[src/rtl/mac_post_adder.sv]
// Two-stage signed multiply / post-add (X/Z mux) datapath with accumulator feedback.
// Optional MAC_SATURATE_EN clamps signed overflow of p instead of wrapping.
module mac_post_adder #(
  parameter int WIDTH_AB = 18,
  parameter int WIDTH_P  = 48
) (
  input  logic                clk,
  input  logic                rst,
  input  logic                ce,
  input  logic                in_valid,
  input  logic [WIDTH_AB-1:0] a,
  input  logic [WIDTH_AB-1:0] b,
  input  logic [WIDTH_P-1:0]  c,
  input  logic [4:0]          opmode,
  input  logic                cin,
  output logic [WIDTH_P-1:0]  p,
  output logic                carry_out,
  output logic                p_valid
);

  localparam int WM = 2 * WIDTH_AB;

  logic [WM-1:0]       a_ext_s;
  logic [WM-1:0]       b_ext_s;
  logic [WM-1:0]       mult_s;

  logic [WIDTH_AB-1:0] a_r;
  logic [WIDTH_AB-1:0] b_r;
  logic [WM-1:0]       m_r;
  logic [WIDTH_P-1:0]  c_r;
  logic [4:0]          opmode_r;
  logic                cin_r;
  logic                valid_r;

  logic [WIDTH_P-1:0]  p_r;
  logic                carry_r;
  logic                p_valid_r;

  logic [1:0]          x_sel_s;
  logic [1:0]          z_sel_s;
  logic                sub_s;
  logic [WIDTH_P-1:0]  x_s;
  logic [WIDTH_P-1:0]  z_s;
  logic [WIDTH_P:0]    raw_s;
  logic [WIDTH_P-1:0]  p_next_s;

  // Sign-extended operands so the truncated product is the exact signed result
  assign a_ext_s = {{WIDTH_AB{a[WIDTH_AB-1]}}, a};
  assign b_ext_s = {{WIDTH_AB{b[WIDTH_AB-1]}}, b};
  assign mult_s  = a_ext_s * b_ext_s;

  assign x_sel_s = opmode_r[1:0];
  assign z_sel_s = opmode_r[3:2];
  assign sub_s   = opmode_r[4];

  // Stage 1: product and operand/control capture
  always_ff @(posedge clk or posedge rst) begin
    if (rst) begin
      a_r      <= {WIDTH_AB{1'b0}};
      b_r      <= {WIDTH_AB{1'b0}};
      m_r      <= {WM{1'b0}};
      c_r      <= {WIDTH_P{1'b0}};
      opmode_r <= 5'd0;
      cin_r    <= 1'b0;
      valid_r  <= 1'b0;
    end else if (ce) begin
      a_r      <= a;
      b_r      <= b;
      m_r      <= mult_s;
      c_r      <= c;
      opmode_r <= opmode;
      cin_r    <= cin;
      valid_r  <= in_valid;
    end
  end

  // X and Z operand multiplexers
  always_comb begin
    x_s = {WIDTH_P{1'b0}};
    z_s = {WIDTH_P{1'b0}};
    case (x_sel_s)
      2'd0:    x_s = {WIDTH_P{1'b0}};
      2'd1:    x_s = {{(WIDTH_P-WM){m_r[WM-1]}}, m_r};
      2'd2:    x_s = p_r;
      2'd3:    x_s = {{(WIDTH_P-WM){1'b0}}, a_r, b_r};
      default: x_s = {WIDTH_P{1'b0}};
    endcase
    case (z_sel_s)
      2'd0:    z_s = {WIDTH_P{1'b0}};
      2'd1:    z_s = $unsigned($signed(p_r) >>> 5'd17);
      2'd2:    z_s = p_r;
      2'd3:    z_s = c_r;
      default: z_s = {WIDTH_P{1'b0}};
    endcase
  end

  // Unsigned WIDTH_P+1 post-adder; the top bit is the carry (or borrow)
  always_comb begin
    raw_s = {(WIDTH_P+1){1'b0}};
    if (sub_s) begin
      raw_s = {1'b0, z_s} - {1'b0, x_s} - {{WIDTH_P{1'b0}}, cin_r};
    end else begin
      raw_s = {1'b0, z_s} + {1'b0, x_s} + {{WIDTH_P{1'b0}}, cin_r};
    end
  end

`ifdef MAC_SATURATE_EN
  logic [WIDTH_P+1:0] sum_ext_s;
  logic               ovf_s;

  // Signed sum two bits wider than p detects overflow of the WIDTH_P result
  always_comb begin
    sum_ext_s = {(WIDTH_P+2){1'b0}};
    if (sub_s) begin
      sum_ext_s = {{2{z_s[WIDTH_P-1]}}, z_s} - {{2{x_s[WIDTH_P-1]}}, x_s}
                  - {{(WIDTH_P+1){1'b0}}, cin_r};
    end else begin
      sum_ext_s = {{2{z_s[WIDTH_P-1]}}, z_s} + {{2{x_s[WIDTH_P-1]}}, x_s}
                  + {{(WIDTH_P+1){1'b0}}, cin_r};
    end
    ovf_s = (sum_ext_s[WIDTH_P+1] != sum_ext_s[WIDTH_P]) ||
            (sum_ext_s[WIDTH_P]   != sum_ext_s[WIDTH_P-1]);
    if (!ovf_s) begin
      p_next_s = raw_s[WIDTH_P-1:0];
    end else if (sum_ext_s[WIDTH_P+1]) begin
      p_next_s = {1'b1, {(WIDTH_P-1){1'b0}}};
    end else begin
      p_next_s = {1'b0, {(WIDTH_P-1){1'b1}}};
    end
  end
`else
  assign p_next_s = raw_s[WIDTH_P-1:0];
`endif

  // Stage 2: result register, holds while the stage-1 slot is empty
  always_ff @(posedge clk or posedge rst) begin
    if (rst) begin
      p_r       <= {WIDTH_P{1'b0}};
      carry_r   <= 1'b0;
      p_valid_r <= 1'b0;
    end else if (ce) begin
      p_valid_r <= valid_r;
      if (valid_r) begin
        p_r     <= p_next_s;
        carry_r <= raw_s[WIDTH_P];
      end
    end
  end

  assign p         = p_r;
  assign carry_out = carry_r;
  // A stalled pipeline never presents a result as new
  assign p_valid   = p_valid_r & ce;

endmodule

[config.mk]
export PLATFORM = sky130hd
export DESIGN_NAME = mac_post_adder
export DESIGN_NICKNAME = d
export VERILOG_FILES = /design/src/rtl/mac_post_adder.sv
export SDC_FILE = /design/constraint.sdc
export NUM_CORES = 2
export LEC_CHECK = 0
export ABC_AREA = 0
export CAP_MARGIN = 10
export CORE_AREA = 8 8 309 311
export DETAILED_ROUTE_END_ITERATION = 10
export DIE_AREA = 0 0 317 319
export PLACE_DENSITY = 0.51
export SETUP_SLACK_MARGIN = 0.15
export SKIP_LAST_GASP = 1
export SYNTH_ARGS = -nofsm -noshare
export SYNTH_HDL_FRONTEND = slang
export SYNTH_SLANG_ARGS = --single-unit
[constraint.sdc]
create_clock -name clk -period 7.2 [get_ports clk]
set_input_delay 0.72 -clock clk [delete_from_list [all_inputs] [get_ports clk]]
set_output_delay 0.72 -clock clk [all_outputs]
set_load 0.1 [all_outputs]
==> run summary <==
DRT iter0 DRCs - 1,218
DRC - 0
Final setup violation count - 0
Critical path class - primary input to flip-flop
Skew-Pair Late Insertion Delay - 0.48 ns
Fin crit period - 6.76 ns
Max Freq - 148 MHz
Dominant synthesized flop cell - dfrtp_1
Number of synthesized register bits - 177
Synthesis warning total - 0
Pin count of the biggest net entering global routing - 124
Post-synthesis sequential area ratio - 0.165
Startpoint Class - primary input
Fillers - 9,485
Clock H-tree levels - 4
FF+latch area - 4430 sq um
Die area - 101,000 sq um
First-pass GRT wire length - 133,000 um
Vias in the first global route - 22,675
Least-Margin Pin Slew - 1.11 ns
Core area - 90,700 sq um
Cell variety after synth - 74
Syn Nets - 3,653
Pins Over Slew Limit - 0
GPL Wtd Cong - 0.881
CTS Buf Count - 17
Worst reg-to-reg path cell count - 16
DP Worst Slack - -0.472 ns
Grt total ovfl - 0
Worst-path clk slew - 0.08 ns
Post-synth EDFFs - 0
Vias/cell - 4.86
GRT Overall Usage - 0.169
Worst reg2reg startpoint - opmode_r[3]$_DFFE_PP0P_
Hold Crit Start - m_r[8]$_DFFE_PP0P_
Per-cell routed wire length - 19.0 um
Max-cap viol count - 0
CP endpoint kind - flip-flop
Worst Hold End - m_r[8]$_DFFE_PP0P_
Vias - 21,248
Commonest non-fill, non-tap cells in the layout - inv_1 (507), fa_1 (333), nand2_1 (287)
Clk sink count - 177
Clock tree root driver cell - clkbuf_16
Final hold violation count - 0
FFs w/ async S/R, synth - 1.00
Hpwl dp - 69,400 um
I/O Buffers - 143
Initial antenna violation count - 10
DRT antenna net count - 0
Clk_skew - 0.0190 ns
Nets - 3,825
Slew HR - 0.258
Min-delay worst type - flip-flop to flip-flop
Commonest non-fill, non-tap cell in the layout - inv_1
RSZ-0062 raised after global routing - yes
WP data required - 7.57 ns
RR Endpoint - carry_out$_DFFE_PP0P_
Cell Area, Synth - 26,900 sq um
Die height - 319 um
Io pins - 144
Worst Setup Slack, final - 0.445 ns
Hold buffers post-CTS - 0
CP max FO - 10
R2R setup slack - 1.62 ns
Depth of the worst hold-timing path - 1
Crit path DAT - 7.12 ns
Outcome - completed
P&R area growth vs syn - 16.4%
Average cell area after synthesis - 8.98 sq um
Multi-input logic area - 20,100 sq um
Mapped Cells - 2,994
Max Root-Sink Buffers - 2
Rows - 111
Tcrit/Tclk final - 0.938
Share of layout cells above drive strength 1 - 0.126
Starting Density - 0.297
CTS tree - built
Die X - 317 um
DR pass1 iterations - 5
Final wirelength - 83,100 um
## state kept, by name, summed over array words and instances, names as in the netlist
register,cells
valid_r,1
a_r,18
carry_out,1
p_valid_r,1
p,48
m_r,36
c_r,48
b_r,18
opmode_r,5
cin_r,1
## Yosys cell counts (10+ instances only)
| library cell | number | area share |
|---|---|---|
| o21bai_1 | 21 | 0.0059 |
| dfrtp_1 | 177 | 0.16 |
| a31oi_1 | 15 | 0.0035 |
| xor2_1 | 35 | 0.011 |
| nor2_1 | 128 | 0.018 |
| nand2_1 | 288 | 0.040 |
| mux2_2 | 187 | 0.078 |
| nand2b_1 | 20 | 0.0047 |
| clkbuf_1 | 130 | 0.018 |
| and2_1 | 168 | 0.039 |
| inv_1 | 508 | 0.071 |
| nor3_1 | 24 | 0.0045 |
| nand4_1 | 19 | 0.0044 |
| a22oi_1 | 31 | 0.0087 |
| fa_1 | 333 | 0.25 |
| nor2b_1 | 16 | 0.0037 |
| a22o_1 | 57 | 0.019 |
| xnor2_1 | 90 | 0.029 |
| a21oi_1 | 143 | 0.027 |
| a21o_1 | 71 | 0.020 |
| o211ai_1 | 10 | 0.0028 |
| buf_1 | 12 | 0.0017 |
| o31ai_1 | 11 | 0.0031 |
| nand3_1 | 34 | 0.0063 |
| ha_1 | 232 | 0.11 |
| a211oi_1 | 13 | 0.0036 |
| o21ai_0 | 96 | 0.018 |
## through the flow
stage                     utilization  instance area (sq um)  hold WS, ns  std cells  TNS, ns
after floorplan                     -                  26900        0.446       2994        0
after global placement          0.338                  30600        0.462       4333    -1.31
after detailed placement        0.338                  30600        0.469       4333    -2.16
after CTS                       0.345                  31300        0.488       4365        0
after global routing            0.345                  31300        0.511       4365        0
final                           0.345                  31300        0.482       4368        0
## metal layers
layer / GRT usage / share of wire / vias to the layer above
li1: - / - / 10075
met1: 0.225 / 0.46 / 10697
met2: 0.283 / 0.48 / 394
met3: 0.0360 / 0.053 / 70
met4: 0.0277 / 0.014 / 12
met5: 0 / 0.00096 / -
## worst max-delay path: stages
cell	delay [ns]
clkdlybuf4s50_1	0.40
buf_4	0.19
and2_1	0.19
fa_1	0.53
inv_1	0.05
fa_1	0.45
fa_1	0.50
fa_1	0.54
inv_1	0.05
fa_1	0.48
inv_1	0.05
fa_1	0.47
inv_1	0.04
ha_1	0.28
and3_1	0.20
nand3_1	0.09
a211o_1	0.31
a21oi_2	0.20
nor3_2	0.08
nor3_2	0.19
a31oi_1	0.14
buf_4	0.17
o311ai_2	0.28
a21oi_1	0.12
xnor2_1	0.13
mux2_2	0.27
## worst max-delay path by stage
stage	startpoint	slack, ns	depth (start not counted)	end
2_1_floorplan	a[10]	0.21	24	m_r[35]$_DFFE_PP0P_
3_3_place_gp	b[6]	-0.34	25	m_r[35]$_DFFE_PP0P_
3_5_place_dp	b[6]	-0.47	25	m_r[35]$_DFFE_PP0P_
4_1_cts	b[8]	0.15	26	m_r[35]$_DFFE_PP0P_
5_1_grt	a[8]	0.14	26	m_r[35]$_DFFE_PP0P_
6_report	a[7]	0.44	26	m_r[35]$_DFFE_PP0P_
## logic make-up after synthesis
family	count (synthesis)	synth area share
AND/OR/NAND/NOR	744	0.133
buffers and inverters	652	0.0911
adder cells (fa/ha/maj)	565	0.356
AO/OA/AOI/OAI	539	0.134
multiplexers	192	0.0804
flip-flops	177	0.165
XOR/XNOR	125	0.0407
## cell type report
type	instances	area share
Antenna cell	3	0.000240
Clock buffer	17	0.0136
Clock inverter	15	0.00659
Inverter	509	0.0613
Multi-Input combinational cell	2165	0.641
Sequential cell	177	0.142
Tap cell	1186	0.0474
Timing Repair Buffer	296	0.0886
## what timing repair did
| action | 4_1_cts | 5_1_grt |
|---|---|---|
| endpoints found under the hold margin | 0 | 0 |
| setup buffers | 0 | 0 |
| pin swaps | 0 | 2 |
| setup endpoints to repair | 1 | 7 |
| resized for setup | 2 | 10 |
Power is left out: the tool's default activity adds up to more than one toggle a clock period on the data nets, which glitch-free logic cannot reach.
==> RTL edit 1: new RTL, config.mk and constraints unchanged <==
`WIDTH_P`: 48 -> 56.
--- a/src/rtl/mac_post_adder.sv
+++ b/src/rtl/mac_post_adder.sv
@@ -2,7 +2,7 @@
 // Optional MAC_SATURATE_EN clamps signed overflow of p instead of wrapping.
 module mac_post_adder #(
   parameter int WIDTH_AB = 18,
-  parameter int WIDTH_P  = 48
+  parameter int WIDTH_P  = 56
 ) (
   input  logic                clk,
   input  logic                rst,
Interface: changed (resized c and p); port bits go from 144 to 160. The function was not compared with the original's and may differ.
==> RTL edit 1 against the unedited design <==
Hold slack better by 0.00052 ns. Clock skew rose by 0.00058 ns. Cell count is 8.6% higher. Sequential cell count up 16. Design area is 9.1% higher. Worst setup slack improved by 0.035 ns. Critical path depth is 3 lower. Synthesized area rose by 10%. Wire length increased by 18%. Synthesized cell count rose by 12%. Highest routed layer unchanged.
Power is left out: the tool's default activity adds up to more than one toggle a clock period on the data nets, which glitch-free logic cannot reach.
==> RTL edit 1: results (changes against the unedited design) <==
Logic synthesis
  • Seq/Total Area, Yosys: 0.1633 (was 0.1647)
  • Syn nets: 4047 (was 3653)
  • Area contributors post-synth: fa_1 23%, dfrtp_1 16%, ha_1 11% (was fa_1 25%, dfrtp_1 16%, ha_1 11%)
  • Most frequent cells after synthesis: 539 x inv_1, 333 x fa_1, 321 x nand2_1 (was 508 x inv_1, 333 x fa_1, 288 x nand2_1)
  • Synth unique cells: 77 (was 74)
  • Synthesized instance count: 3356 (was 2994)
  • Synth Area in Compound Gates: 0.1593 (was 0.1344)
  • Synth Area in XOR/XNOR: 0.03347 (was 0.04071)
  • Mux cell area share after synthesis: 0.08015 (was 0.08036)

Placed design
  • Routability cong.: 0.9057 (was 0.8808)
  • DP Worst Slack: -0.2529 ns (was -0.4724 ns)
  • DPL Wire Length: 81180 um (was 69420 um)
  • Inst Count DP: 4704 (was 4333)
  • IO buf count: 159 (was 143)

Final layout
  • Layout cells sized above 1: 0.1211 (was 0.1261)
  • Fin nets: 4228 (was 3825)
  • Fillers: 9430 (was 9485)

Routing
  • Met1 Wirelength: 44950 um (was 37920 um)
  • WL/cell: 20.75 um (was 19.03 um)
  • Met3 Wirelength: 4908 um (was 4364 um)
  • Metal2 WL: 46590 um (was 39560 um)

Global routing
  • Met3 Resource Use GR: 0.03351 (was 0.03597)
  • Met2 Resource Use GR: 0.3285 (was 0.2835)
  • Largest net degree at the start of global routing: 99 (was 124)
  • First-pass GRT wire length: 154600 um (was 133400 um)
  • Vias in the first global route: 25572 (was 22675)
  • Total track usage: 0.1963 (was 0.1686)

Worst hold path
  • Hold_sp: m_r[9] (was m_r[8])

Clocking
  • Resized cells post-CTS: 0 (was 2)

Outcome
  • Status: complete, no violations (unchanged)

Critical path
  • Worst Path Max Fanout: 4 (was 10)
  • Critical-path top delay cell: clkdlybuf4s50_1 (was fa_1)
  • Worst EP arrival: 7.11 ns (was 7.12 ns)
  • Critical Path Source: a[15] (was a[7])
  • Delay of the slowest critical-path stage: 0.64 ns (was 0.54 ns)

STA
  • Clock Skew: 0.01962 ns (was 0.01904 ns)
-- RTL edit 1: area by class of cell --
class,instances,area [sq um],area share
clock inverters,14,190.2,0.005569
inverters,540,2034,0.05957
diodes,7,17.52,0.0005129
flip-flops and latches,193,4833,0.1415
well taps,1186,1484,0.04345
repair buffers,324,3009,0.08811
clock buffers,18,439.2,0.01286
multi-input cells,2461,22140,0.6484
-- RTL edit 1: worst paths after layout --
path | endpoint | slack, ns | cells after the start
hold / removal | m_r[9] | 0.48 | 1
hold reg to reg | m_r[9] | 0.48 | 1
setup reg to reg | p[54] | 1.29 | 14
min in group asynchronous | c_r[55] | 0.74 | 2
setup / recovery | m_r[32] | 0.48 | 23
max in group asynchronous | p[10] | 5.39 | 3
-- RTL edit 1: metrics by stage --
step,instance area [sq um],util
floorplan,29570,-
global placement,33470,0.3691
detailed placement,33470,0.3691
CTS,34100,0.3760
global route,34140,0.3764
finish,34150,0.3766
==> RTL edit 2: new RTL, same flow settings <==
Without the edit above. Register the output `p` once more, with the module's reset; this adds one clock of latency there. The other outputs are not delayed to match.
--- a/src/rtl/mac_post_adder.sv
+++ b/src/rtl/mac_post_adder.sv
@@ -147,7 +147,13 @@
     end
   end
 
-  assign p         = p_r;
+  always_ff @(posedge clk or posedge rst) begin
+    if (rst) begin
+      p <= '0;
+    end else begin
+      p <= p_r;
+    end
+  end
   assign carry_out = carry_r;
   // A stalled pipeline never presents a result as new
   assign p_valid   = p_valid_r & ce;
Check against the original RTL: not equivalent (Yosys sat finds a counterexample within 4 cycles, from zero or initial values and one cycle with rst high).
==> RTL edit 2 against the unedited design <==
First-iteration DRC count is 9.8% lower. Sequential share of layout area is 3.0 points higher. Wire length is 2.8% higher. Worst setup slack better by 0.040 ns. Synthesized area is 4.3% higher. Utilization is 1.7 points higher. Clock skew is 0.0035 ns lower. Cell count is 0.60% higher. Sequential cell count is 48 higher. Non-clock buffer count is 6 lower. Design area is 4.8% higher. Critical path type unchanged.
Power is left out: the tool's default activity adds up to more than one toggle a clock period on the data nets, which glitch-free logic cannot reach.
==> RTL edit 2: results (changes against the unedited design) <==
Clocking
  • H-Tree Level Count: 1 (was 4)
  • Total CTS buffers: 27 (was 17)
  • Clk_lat worst skew: 0.57 ns (was 0.48 ns)
  • Max clock buf depth: 3 (was 2)

Logic synthesis
  • Area contributors post-synth: fa_1 24%, dfrtp_1 20%, ha_1 10% (was fa_1 25%, dfrtp_1 16%, ha_1 11%)
  • Post-synthesis adder-cell area fraction: 0.3412 (was 0.3559)
  • Synth unique cells: 92 (was 74)
  • Mux cell area share after synthesis: 0.07728 (was 0.08036)
  • Synth Area in XOR/XNOR: 0.03592 (was 0.04071)
  • Most frequent cells after synthesis: 512 x inv_1, 333 x fa_1, 300 x nand2_1 (was 508 x inv_1, 333 x fa_1, 288 x nand2_1)
  • Seq/Total Area, Yosys: 0.2008 (was 0.1647)
  • #FFs+latches synth: 225 (was 177)
  • Syn nets: 3657 (was 3653)
  • Synth Area in Compound Gates: 0.1331 (was 0.1344)
  • Synthesized instance count: 2998 (was 2994)

Critical path
  • Worst Path Max Fanout: 9 (was 10)
  • Critical Path Source: a[9] (was a[7])
  • R2R cell count: 14 (was 16)
  • Reg-to-Reg End: p_r[46] (was carry_out)
  • Critical Path RT: 7.65 ns (was 7.57 ns)
  • Critical-path top delay cell: clkdlybuf4s50_1 (was fa_1)
  • Reg2Reg Setup Slack: 1.53 ns (was 1.62 ns)
  • Delay of the slowest critical-path stage: 0.65 ns (was 0.54 ns)

Global routing
  • Initial antenna violation count: 8 (was 10)
  • Vias in the first global route: 23130 (was 22675)
  • Total track usage: 0.1701 (was 0.1686)
  • Largest net degree at the start of global routing: 91 (was 124)
  • First-pass GRT wire length: 135500 um (was 133400 um)

Placed design
  • DPL Wire Length: 68820 um (was 69420 um)
  • Routability cong.: 0.8912 (was 0.8808)
  • DP Worst Slack: -0.08212 ns (was -0.4724 ns)
  • Inst Count DP: 4342 (was 4333)
  • Placed Area: 31860 sq um (was 30630 sq um)

STA
  • Final hold slack: 0.4379 ns (was 0.4820 ns)
  • Clock Skew: 0.01559 ns (was 0.01904 ns)
  • Achievable clock frequency: 148.9 MHz (was 148.0 MHz)

Worst hold path
  • Hold_sp: p_r[4] (was m_r[8])
  • Hold EP: p[4] (was m_r[8])
  • WHS Path Cells: 0 (was 1)

Final layout
  • Layout cells sized above 1: 0.1323 (was 0.1261)
  • Multi-input gate share of total cell area: 0.6092 (was 0.6407)
  • Signal buffers: 290 (was 296)
  • Count of multi-input gates: 2128 (was 2165)
  • Non-clock buffer share: 0.08645 (was 0.08857)
  • Inverters: 513 (was 509)
  • ClkCell Share: 0.02826 (was 0.02018)
  • Fillers: 9345 (was 9485)
  • Register share of the cell area: 0.1717 (was 0.1416)
  • Post-layout util: 0.3618 (was 0.3452)
  • Register area: 5634 sq um (was 4433 sq um)
  • Clock buf count: 37 (was 17)

Routing
  • WL/cell: 19.44 um (was 19.03 um)
  • Routed wire length: 85430 um (was 83110 um)
  • Initial DRC count: 1099 (was 1218)

Outcome
  • Status: complete, no violations (unchanged)
[RTL edit 2: changes by cell type after synthesis, sizes merged, moves of 6 or more]
cell,change
nor2,-25
nand2,+11
clkbuf,-21
o21ai,-9
dfrtp,+48
a21oi,-6
buf,+10
[RTL edit 2: worst max-delay path, delay by kind of cell]
kind | cells | cell delay (ns)
AOI/OAI and AO/OA | 6 | 0.90
xor gates and xnor gates | 1 | 0.13
adders and majority gates | 7 | 3.31
buffers and inverters | 8 | 1.43
muxes | 1 | 0.26
and+or+nand+nor | 2 | 0.37
[RTL edit 2: per-layer routing]
| metal | share of wire | up-vias | GRT usage |
|---|---|---|---|
| met4 | 0.033 | 6 | 0.04662 |
| met2 | 0.46 | 433 | 0.2794 |
| met1 | 0.46 | 10866 | 0.2301 |
| met5 | 0.00043 | - | 0 |
| li1 | - | 10133 | - |
| met3 | 0.045 | 126 | 0.02814 |
[RTL edit 2: what timing repair did]
action	in CTS	in global routing
gates resized for setup	0	2
setup endpoints to repair	0	1
buffers inserted	0	0
